<file path="config.mk">
export PLATFORM = sky130hd
export DESIGN_NAME = multicycle_ctrl
export DESIGN_NICKNAME = d
export VERILOG_FILES = /design/src/rtl/multicycle_ctrl.sv
export SDC_FILE = /design/constraint.sdc
export NUM_CORES = 1
export LEC_CHECK = 0
export BUFFER_PORTS_ARGS = -buffer_cell sky130_fd_sc_hd__buf_2
export CAP_MARGIN = 5
export CORE_MARGIN = 2
export CORE_UTILIZATION = 43
export DETAILED_ROUTE_END_ITERATION = 10
export PLACE_DENSITY = 0.71
export SYNTH_ARGS = -nofsm -noshare
export SYNTH_HDL_FRONTEND = slang
export SYNTH_SLANG_ARGS = --single-unit
</file>
<file path="constraint.sdc">
create_clock -name clk -period 1.7 [get_ports clk]
set_clock_uncertainty 0.2 [all_clocks]
set_input_delay 0.255 -clock clk [delete_from_list [all_inputs] [get_ports clk]]
set_output_delay 0.255 -clock clk [all_outputs]
set_load 0.05 [all_outputs]
</file>
<file path="src/rtl/multicycle_ctrl.sv">
// Multi-cycle sequencer for the RV32I-subset datapath: steps each instruction
// through FETCH/DECODE/EXEC/MEM/WB with req/ack memory handshakes and a wait timeout.
module multicycle_ctrl #(
  parameter int MEM_TIMEOUT = 15,
  parameter int CNT_W       = 8
) (
  input  logic       clk,
  input  logic       rst,
  input  logic [6:0] Op,
  input  logic [2:0] Funct3,
  input  logic       Zero,
  input  logic       imem_ack,
  input  logic       dmem_ack,
  output logic       imem_req,
  output logic       dmem_req,
  output logic       IRWrite,
  output logic       PCWrite,
  output logic [2:0] NPCOp,
  output logic       RegWrite,
  output logic       MemWrite,
  output logic [2:0] state,
  output logic       illegal,
  output logic       bus_err,
  output logic       retired
);

  // Memory handshake: a request (imem_req/dmem_req) is held high every cycle
  // of its phase; the cycle in which the matching ack is high completes it.
  typedef enum logic [2:0] {
    S_FETCH  = 3'd0,
    S_DECODE = 3'd1,
    S_EXEC   = 3'd2,
    S_MEM    = 3'd3,
    S_WB     = 3'd4
  } state_t;

  typedef enum logic [3:0] {
    C_NONE, C_R, C_I, C_LOAD, C_STORE, C_BEQ, C_JAL, C_JALR, C_ILLEGAL
  } cls_t;

  localparam logic [CNT_W-1:0] CNT_LIMIT = CNT_W'(MEM_TIMEOUT - 1);

  state_t           state_q, state_d;
  cls_t             cls_q, dec_cls;
  logic [CNT_W-1:0] cnt_q, cnt_d;
  logic             timeout;

  assign state   = state_q;
  assign timeout = (cnt_q == CNT_LIMIT);

  always_comb begin
    dec_cls = C_ILLEGAL;
    case (Op)
      7'b0110011: dec_cls = C_R;
      7'b0010011: dec_cls = C_I;
      7'b0000011: dec_cls = C_LOAD;
      7'b0100011: dec_cls = C_STORE;
      7'b1100011: dec_cls = (Funct3 == 3'b000) ? C_BEQ : C_ILLEGAL;
      7'b1101111: dec_cls = C_JAL;
      7'b1100111: dec_cls = C_JALR;
      default:    dec_cls = C_ILLEGAL;
    endcase
  end

  always_ff @(posedge clk) begin
    if (rst) begin
      state_q <= S_FETCH;
      cls_q   <= C_NONE;
      cnt_q   <= '0;
    end else begin
      state_q <= state_d;
      cnt_q   <= cnt_d;
      if (state_q == S_DECODE) cls_q <= dec_cls;
    end
  end

  always_comb begin
    state_d  = state_q;
    cnt_d    = '0;
    imem_req = 1'b0;
    dmem_req = 1'b0;
    IRWrite  = 1'b0;
    PCWrite  = 1'b0;
    NPCOp    = 3'b000;
    RegWrite = 1'b0;
    MemWrite = 1'b0;
    illegal  = 1'b0;
    bus_err  = 1'b0;
    retired  = 1'b0;
    case (state_q)
      S_FETCH: begin
        imem_req = 1'b1;
        if (imem_ack) begin
          IRWrite = 1'b1;
          state_d = S_DECODE;
        end else if (timeout) begin
          bus_err = 1'b1;  // PC untouched, so the same address is re-fetched
        end else begin
          cnt_d = cnt_q + 1'b1;
        end
      end
      S_DECODE: begin
        if (dec_cls == C_ILLEGAL) begin
          illegal = 1'b1;
          PCWrite = 1'b1;
          state_d = S_FETCH;
        end else begin
          state_d = S_EXEC;
        end
      end
      S_EXEC: begin
        case (cls_q)
          C_LOAD, C_STORE: state_d = S_MEM;
          C_BEQ: begin
            PCWrite = 1'b1;
            NPCOp   = Zero ? 3'b001 : 3'b000;
            retired = 1'b1;
            state_d = S_FETCH;
          end
          default: state_d = S_WB;
        endcase
      end
      S_MEM: begin
        dmem_req = 1'b1;
        MemWrite = (cls_q == C_STORE);
        if (dmem_ack) begin
          if (cls_q == C_STORE) begin
            PCWrite = 1'b1;
            retired = 1'b1;
            state_d = S_FETCH;
          end else begin
            state_d = S_WB;
          end
        end else if (timeout) begin
          MemWrite = 1'b0;  // aborted access must not commit a store
          bus_err  = 1'b1;
          PCWrite  = 1'b1;
          state_d  = S_FETCH;
        end else begin
          cnt_d = cnt_q + 1'b1;
        end
      end
      S_WB: begin
        RegWrite = 1'b1;
        PCWrite  = 1'b1;
        retired  = 1'b1;
        NPCOp    = (cls_q == C_JAL) ? 3'b010 : (cls_q == C_JALR) ? 3'b100 : 3'b000;
        state_d  = S_FETCH;
      end
      default: state_d = S_FETCH;
    endcase
    // Reset suppresses every enable and request in the cycle it is asserted.
    if (rst) begin
      imem_req = 1'b0;
      dmem_req = 1'b0;
      IRWrite  = 1'b0;
      PCWrite  = 1'b0;
      NPCOp    = 3'b000;
      RegWrite = 1'b0;
      MemWrite = 1'b0;
      illegal  = 1'b0;
      bus_err  = 1'b0;
      retired  = 1'b0;
    end
  end

endmodule

</file>
# [After elaboration in Yosys (flattened, before gate mapping)]
# Index checks and enable logic that the tools add are counted.
[op_classes] n_addsub=1 n_eq_ne=20 muxes=48 n_reduce_logical=4
[ops] operator="$mux 1" count=28
[ops] operator="$pmux 4 s7" count=1
[ops] operator="$mux 8" count=3
[ops] operator="$eq 7x7->1 const B" count=3
[ops] operator="$mux 3" count=7
[ops] operator="$eq 4x3->1 const B" count=4
[ops] operator="$pmux 8 s2" count=1
[ops] operator="$eq 7x6->1 const B" count=2
[ops] operator="$pmux 3 s2" count=2
[ops] operator="$pmux 3 s4" count=1
[ops] operator="$add 8x1->8 const B" count=1
[ops] operator="$eq 8x4->1 const B" count=1
[ops] operator="$eq 7x2->1 const B" count=1
[ops] operator="$eq 7x5->1 const B" count=1
[ops] operator="$eq 3x2->1 const B" count=2
[ops] operator="$logic_not 3->1" count=2
[ops] operator="$eq 4x2->1 const B" count=1
[ops] operator="$eq 4x4->1 const B" count=1
[ops] operator="$mux 4" count=1
[ops] operator="$pmux 1 s4" count=1
[ops] operator="$eq 3x1->1 const B" count=1
[ops] operator="$eq 3x3->1 const B" count=1
[ops] operator="$ne 3x3->1 const B" count=1
[ops] operator="$pmux 1 s3" count=1
[ops] operator="other kinds (5)" count=5
[word_totals] reg_bits=15 input_bits=15 output_inout_bits=15

# [Logic depth before layout (Yosys ltp)]
# Gate-level depths: netlist of run 1.
[depth] ltp_word=7 ltp_mapped=7

# [Worst setup path after synthesis of run 1]
# Ideal clock, no wire load.
[synth_timing] path_type="register to output" start="reg state_q[2], in the netlist state[2]" end="out NPCOp[1]" arrival_time_ns=3.614 path_slack_ns=-2.369 path_stages_with_launch=5 n_path_buf=1 path_cell_list="dfxtp_1 buf_2 nor4b_1 nand3_1 nor2_1"
[synth_via] elab_chain_len=3
[synth_lines] element="start: declaration" line="43" text="state_t state_q, state_d;"
[synth_lines] element="start signal: assignment" line="71" text="state_q <= state_d;"
[synth_lines] element="$eq 3x3->1 / $eq 3x2->1 (equally long branches)" line="90" text="case (state_q)"
[synth_lines] element="$pmux 3 s2 (*)" line="90"
[synth_lines] element="$mux 3 (*)" line="153" text="if (rst) begin"
[synth_lines] element="end: declaration" line="18" text="output logic [2:0] NPCOp,"
# Mark *: on every way between the ends. The rest lies on a longest branch, timed or not.

# [Worst setup path in the final report of run 1]
[layout_timing] start="reg cnt_q[0]" end="out PCWrite"
[layout_via] elab_chain_len=5
[layout_lines] element="start: declaration" line="45" text="logic [CNT_W-1:0] cnt_q, cnt_d;"
[layout_lines] element="start signal: assignment" line="72" text="cnt_q <= cnt_d;"
[layout_lines] element="$eq 8x4->1" line="49" text="assign timeout = (cnt_q == CNT_LIMIT);"
[layout_lines] element="$mux 1" line="134" text="end else if (timeout) begin"
[layout_lines] element="$mux 1" line="126" text="if (dmem_ack) begin"
[layout_lines] element="$pmux 1 s4" line="90"
[layout_lines] element="$mux 1" line="153"
[layout_lines] element="end: declaration" line="17" text="output logic PCWrite,"
# No other way between the ends.

==> flow_summary.json, run 1 <==
{
  "area_delta_synth_final_pct": 87.38,
  "worstSkewPairLatency_ns": 0.29,
  "htree_levels": 1,
  "crit_path_end_kind": "primary output",
  "total_power_w": 0.0008200,
  "pin_count": 30,
  "synth.top_cell.area_share_pct": 29.70,
  "reg2reg_depth": 8,
  "grtUsageMet3_pct": 3.714,
  "final_area_um2": 1894,
  "antenna_found_initial": 0,
  "cts_hold_buf": 0,
  "whs_path_depth": 3,
  "drc": 0,
  "wire_per_inst_um": 18.14,
  "wl_um": 4027,
  "fin_tns_setup_ns": -8.462,
  "critPathArrivalTime_ns": 2.04,
  "worstPathMaxFanout": 2,
  "drv_cap": 0,
  "drive_gt1_share_pct": 64.43,
  "grt_pass1_vias": 1281,
  "ys_ff_latch": 15,
  "grt.overflow.total": 0,
  "synth_area_um2": 1011,
  "vias": 1308,
  "r2r-start": "cnt_q[0]",
  "min_period_over_period_pct": 146.7,
  "violations": "negative setup slack",
  "ys_seq_area_share_pct": 29.70,
  "yosys_warnings": 0,
  "drv_slew": 0,
  "hold_violations": 0,
  "avgSynthCellArea_um2": 8.496,
  "max_slew_margin_pct": 69.77,
  "cts_made_buffers": 3,
  "synth_cell_type_count": 44,
  "r2r-end": "state[0]",
  "fmax_mhz": 401.0,
  "whs_endpoint": "state[0]",
  "detail-route-antenna-nets": 0,
  "io_buffers": 29,
  "synthSimpleGateAreaFrac_pct": 39.85,
  "busiest_layer": "met2",
  "first_pass_iters": 4,
  "regArea_um2": 316.6,
  "utilization_pct": 85.63,
  "globalRouteMet1Util_pct": 29.70,
  "worstSetupPathType": "flip-flop to primary output",
  "cts_root_buffer": "clkbuf_4",
  "cts.sinks": 15,
  "synth-edff-count": 0,
  "timing.final.ws_setup_ns": -0.7939,
  "netlist_top_cells_area": "dfxtp_1 30%, nor2_1 8.5%, xnor2_1 3.5%",
  "synth_ff_type": "dfxtp_1",
  "hpwl_um": 2290,
  "n_antenna_cell": 0,
  "die_y_um": 52.49,
  "globalRouteMet2Util_pct": 50.42,
  "crit_required_ns": 1.24,
  "path_clk_slew_ns": 0.10,
  "grt_use_total_pct": 28.18,
  "worstHoldStart": "imem_ack",
  "setup_viol": 22,
  "startpoint_type": "flip-flop",
  "reg2reg_setup_slack_ns": -0.38,
  "netlist_instances": 119,
  "powerDensity_nw_per_um2": 432.9,
  "dpl_cell_area_um2": 1613,
  "drtIter0Drc": 28,
  "power_leakage_nw": 0.7618,
  "die_w_um": 52.49,
  "synth_xor_area_share_pct": 6.931,
  "synthMuxAreaShare_pct": 0,
  "clock_path_buffers": 2,
  "core-area_um2": 2212,
  "grt_pass1_wl_um": 5733,
  "grt_max_degree": 14,
  "synth_top_family_by_area": "simple AND/OR/NAND/NOR gates",
  "synth-async-reset-ratio_pct": 0,
  "multi_input_area_um2": 870.8,
  "rsz0062_at_grt": "true",
  "synth-compound-area-share_pct": 16.34,
  "outcome": "finished with violations",
  "hold_path_class": "input port to flip-flop",
  "layout.nets": 212,
  "period_needed_ns": 2.494,
  "dp_slack_ns": -0.5469,
  "die-area_um2": 2755,
  "initial_utilization_pct": 45.70,
  "rows": 17,
  "yosys.area.top_type": "dfxtp_1",
  "cts_tree": "built",
  "gp_congestion": 0.7710,
  "synthAdderAreaFrac_pct": 2.475,
  "fillers": 114,
  "vdd_drop_max_mv": 0.6710,
  "worst_slew_pin_slew_ns": 0.4534,
  "via_per_inst": 5.892,
  "synth_fp_nets": 136
}
placed cells by master, fill, tap and decap left out, drive strengths merged, types with 2 or more instances in the layout:
cell,count
a211oi,2
a21oi,4
a311oi,4
a31oi,2
and2,2
and4b,2
buf,76
clkbuf,3
dfxtp,15
ha,2
inv,3
nand2,4
nand2b,4
nand3,4
nand3b,4
nand4b,3
nor2,23
nor3,3
nor3b,2
nor4,2
or3,3
or3b,3
xnor2,4
xor2,4
through the flow:
step,cells,hold WS [ns]
floorplan,119,0.2048
global placement,212,0.2868
detailed placement,212,0.2989
CTS,222,0.04849
global route,222,0.1100
finish,222,0.1025
cells in the mapped netlist (2+ instances only):
cell type,count
nand2_1,4
xnor2_1,4
a311oi_2,2
nand4b_1,3
nand2b_1,4
nor4_1,2
and4b_1,2
or3b_2,2
buf_2,2
a31oi_1,2
a21oi_1,4
or3_1,2
a211oi_1,2
dfxtp_1,15
nor2_1,23
nand3b_1,4
inv_1,3
xor2_1,4
nor3_1,3
nand3_1,4
a311oi_1,2
and2_1,2
buf_6,2
ha_1,2
registers in the layout, indices dropped and copies added (netlist names):
name,count
cls_q,4
cnt_q,8
state,3
per-layer routing:
metal / vias up / routed length, um
met5: - / 0
met1: 628 / 1468
li1: 587 / -
met4: 0 / 211
met2: 76 / 2058
met3: 17 / 288
how the worst max path moves through the flow:
| stage | startpoint | end | slack [ns] | cells after the start |
|---|---|---|---|---|
| 6_report | cnt_q[0] | PCWrite | -0.79 | 7 |
| 2_1_floorplan | state[0] | PCWrite | -0.68 | 5 |
| 4_1_cts | cnt_q[0] | PCWrite | -0.75 | 7 |
| 3_3_place_gp | cnt_q[0] | PCWrite | -0.47 | 7 |
| 5_1_grt | cnt_q[0] | PCWrite | -0.85 | 7 |
| 3_5_place_dp | cnt_q[0] | PCWrite | -0.55 | 7 |
where the power goes:
| part | switching [W] | total [W] | internal (W) | leakage [nW] |
|---|---|---|---|---|
| Clock | 0.000119 | 0.000208 | 0.0000895 | 0.0139 |
| Sequential | 0.00000902 | 0.000368 | 0.000359 | 0.126 |
| Combinational | 0.000131 | 0.000244 | 0.000113 | 0.622 |
kinds of logic after synthesis:
logic type	Yosys count
AND/OR/NAND/NOR	66
buffers and inverters	8
XOR/XNOR	8
AO/OA/AOI/OAI	20
flip-flops	15
adder cells (fa/ha/maj)	2
area by class of cell:
cell class	instances	area share [%]
sequential	15	16.71
multi-input combinational	96	45.97
tap	28	1.849
timing repair buffer	76	33.29
inverter	3	0.5945
clock inverter	1	0.3963
clock buffer	3	1.189
repair_timing:
item / 4_1_cts / 5_1_grt
pin swaps: 4 / 3
endpoints found under the setup margin: 22 / 23
setup buffers: 7 / 2
gates resized for setup: 51 / 11
cloned: 0 / 0
worst max-delay path, stage by stage (launching register included):
cell and delay (ns):
dfxtp_2 0.33, inv_1 0.05, ha_1 0.14, nand4b_1 0.13, or4_4 0.45, nand2b_4 0.17
a311oi_4 0.28, buf_6 0.20
Power figures use the tool's default switching activity.
==> run 2, diff against run 1 <==
- MAX_ROUTING_LAYER: default -> met4
- PLACE_DENSITY: 0.71 -> 0.68
- SLEW_MARGIN: default -> 20
- clock period: 1.7 -> 2.8 ns (I/O delays scaled with it)
==> run 2 against run 1 <==
The flow now finishes without violations. Count of clock-buffer cells in the layout is the same. Setup slack better by 0.89 ns. Sequential power is 39% lower. Hold slack improved by 0.14 ns. Core utilization shrank 29 points. Total power fell by 47%.
==> flow_summary.json, run 2 (synthesis results as in run 1) <==
{
  "io_buffers": 29,
  "clock_path_buffers": 2,
  "setup_viol": 0,
  "vias": 981,
  "worst_slew_pin_slew_ns": 0.5015,
  "fmax_mhz": 369.7,
  "htree_levels": 1,
  "vdd_drop_max_mv": 0.3013,
  "power_leakage_nw": 0.4884,
  "gp_congestion": 0.7540,
  "die-area_um2": 2755,
  "hold_violations": 0,
  "wire_per_inst_um": 12.21,
  "first_pass_iters": 4,
  "path_clk_slew_ns": 0.10,
  "die_w_um": 52.49,
  "grt_pass1_wl_um": 3470,
  "grt_pass1_vias": 811,
  "cts.sinks": 15,
  "initial_utilization_pct": 45.70,
  "powerDensity_nw_per_um2": 345.1,
  "cts_hold_buf": 0,
  "core-area_um2": 2212,
  "worstSetupPathType": "flip-flop to primary output",
  "worstSkewPairLatency_ns": 0.29,
  "largest_reg_flops": 8,
  "crit_path_end_kind": "primary output",
  "rows": 17,
  "period_needed_ns": 2.705,
  "die_y_um": 52.49,
  "critPathArrivalTime_ns": 2.08,
  "layout_commonest_cell": "buf_2",
  "drv_slew": 0,
  "grt_use_total_pct": 17.53,
  "worstPathMaxFanout": 5,
  "n_antenna_cell": 0,
  "cts_root_buffer": "clkbuf_4",
  "cts_made_buffers": 3,
  "drc": 0,
  "outcome": "completed",
  "largest-register": "cnt_q",
  "antenna_found_initial": 0,
  "total_power_w": 0.0004327,
  "pin_count": 30,
  "final_cells": 177,
  "startpoint_type": "flip-flop",
  "rsz0062_at_grt": "false",
  "area_delta_synth_final_pct": 24.01,
  "drive_gt1_share_pct": 34.90,
  "wl_um": 2161,
  "cts_tree": "built",
  "dp_slack_ns": 0.3287,
  "via_per_inst": 5.542,
  "crit_required_ns": 2.18,
  "hold_path_class": "input port to flip-flop",
  "dp.cells": 173,
  "grt.overflow.total": 0,
  "fillers": 224,
  "detail-route-antenna-nets": 0,
  "min_period_over_period_pct": 96.61,
  "layout.nets": 167,
  "grt_max_degree": 17,
  "max_slew_margin_pct": 66.52,
  "drtIter0Drc": 17,
  "hpwl_um": 1752,
  "drv_cap": 0,
  "final_cell_mix": "28 x buf_2, 23 x nor2_1, 15 x dfxtp_1",
  "timing.final.ws_setup_ns": 0.09505
}
-- run 2: changes by cell type in the layout (fill, tap and decap cells not counted), moves of 3 or more --
| cell | change |
|---|---|
| dfxtp_2 | -4 |
| buf_4 | -37 |
| buf_2 | +11 |
| nor2_1 | +10 |
| nor2_2 | -3 |
| buf_6 | -13 |
| buf_8 | -5 |
| dfxtp_4 | -3 |
| nor2_4 | -7 |
| dfxtp_1 | +7 |
-- run 2: path summary, 6_finish.rpt --
| check | startpoint | to | slack, ns | depth (start not counted) |
|---|---|---|---|---|
| worst max register to register | cnt_q[0] | cnt_q[2] | 0.99 | 6 |
| worst min register to register | cnt_q[0] | cnt_q[0] | 0.27 | 1 |
| worst max-delay path | cnt_q[0] | PCWrite | 0.1 | 7 |
| worst min-delay path | imem_ack | state[0] | 0.25 | 3 |
-- run 2: critical path: stages, from the launching register on --
cell,delay [ns]
dfxtp_1,0.35
inv_1,0.06
ha_1,0.15
nand4b_1,0.09
or4_4,0.46
nand2b_1,0.20
a311oi_4,0.30
buf_6,0.19
-- run 2: timing repair --
action	4_1_cts	5_1_grt
resized for setup	0	4
endpoints found under the setup margin	0	2
buffers inserted	0	0
-- run 2: area by class of cell --
class	instances	area (um2)	area share [%]
Clock inverter	1	5.005	0.3992
Clock buffer	3	22.52	1.796
Timing Repair Buffer	31	166.4	13.27
Inverter	3	11.26	0.8982
Multi-Input combinational cell	96	713.2	56.89
Tap cell	28	35.03	2.794
Sequential cell	15	300.3	23.95
-- run 2: where the power goes --
part	leakage, nW	switching (W)	total (W)	internal, W
Clock	0.0177	0.0000702	0.000123	0.0000531
Combinational	0.349	0.0000517	0.0000837	0.0000320
Sequential	0.122	0.00000632	0.000226	0.000219
Total	0.488	0.000128	0.000433	0.000304
-- run 2: metal layers --
layer / up-vias / GRT usage (%) / wire length (um)
met5: - / - / 0
met4: 0 / 8.974 / 38
met3: 4 / 2.571 / 116
met2: 31 / 28.13 / 954
met1: 445 / 21.29 / 1052
li1: 501 / - / -
-- run 2: metrics by stage --
stage | instance area, um2 | utilization, % | setup TNS [ns] | hold WS (ns)
6_report | 1254 | 56.67 | 0 | 0.2463
5_1_grt | 1254 | 56.67 | 0 | 0.2672
4_1_cts | 1241 | 56.11 | 0 | 0.2334
3_5_place_dp | 1214 | 54.86 | 0 | 0.2552
3_3_place_gp | 1214 | 54.86 | 0 | 0.2460
2_1_floorplan | 1055 | - | -0.6417 | 0.2297
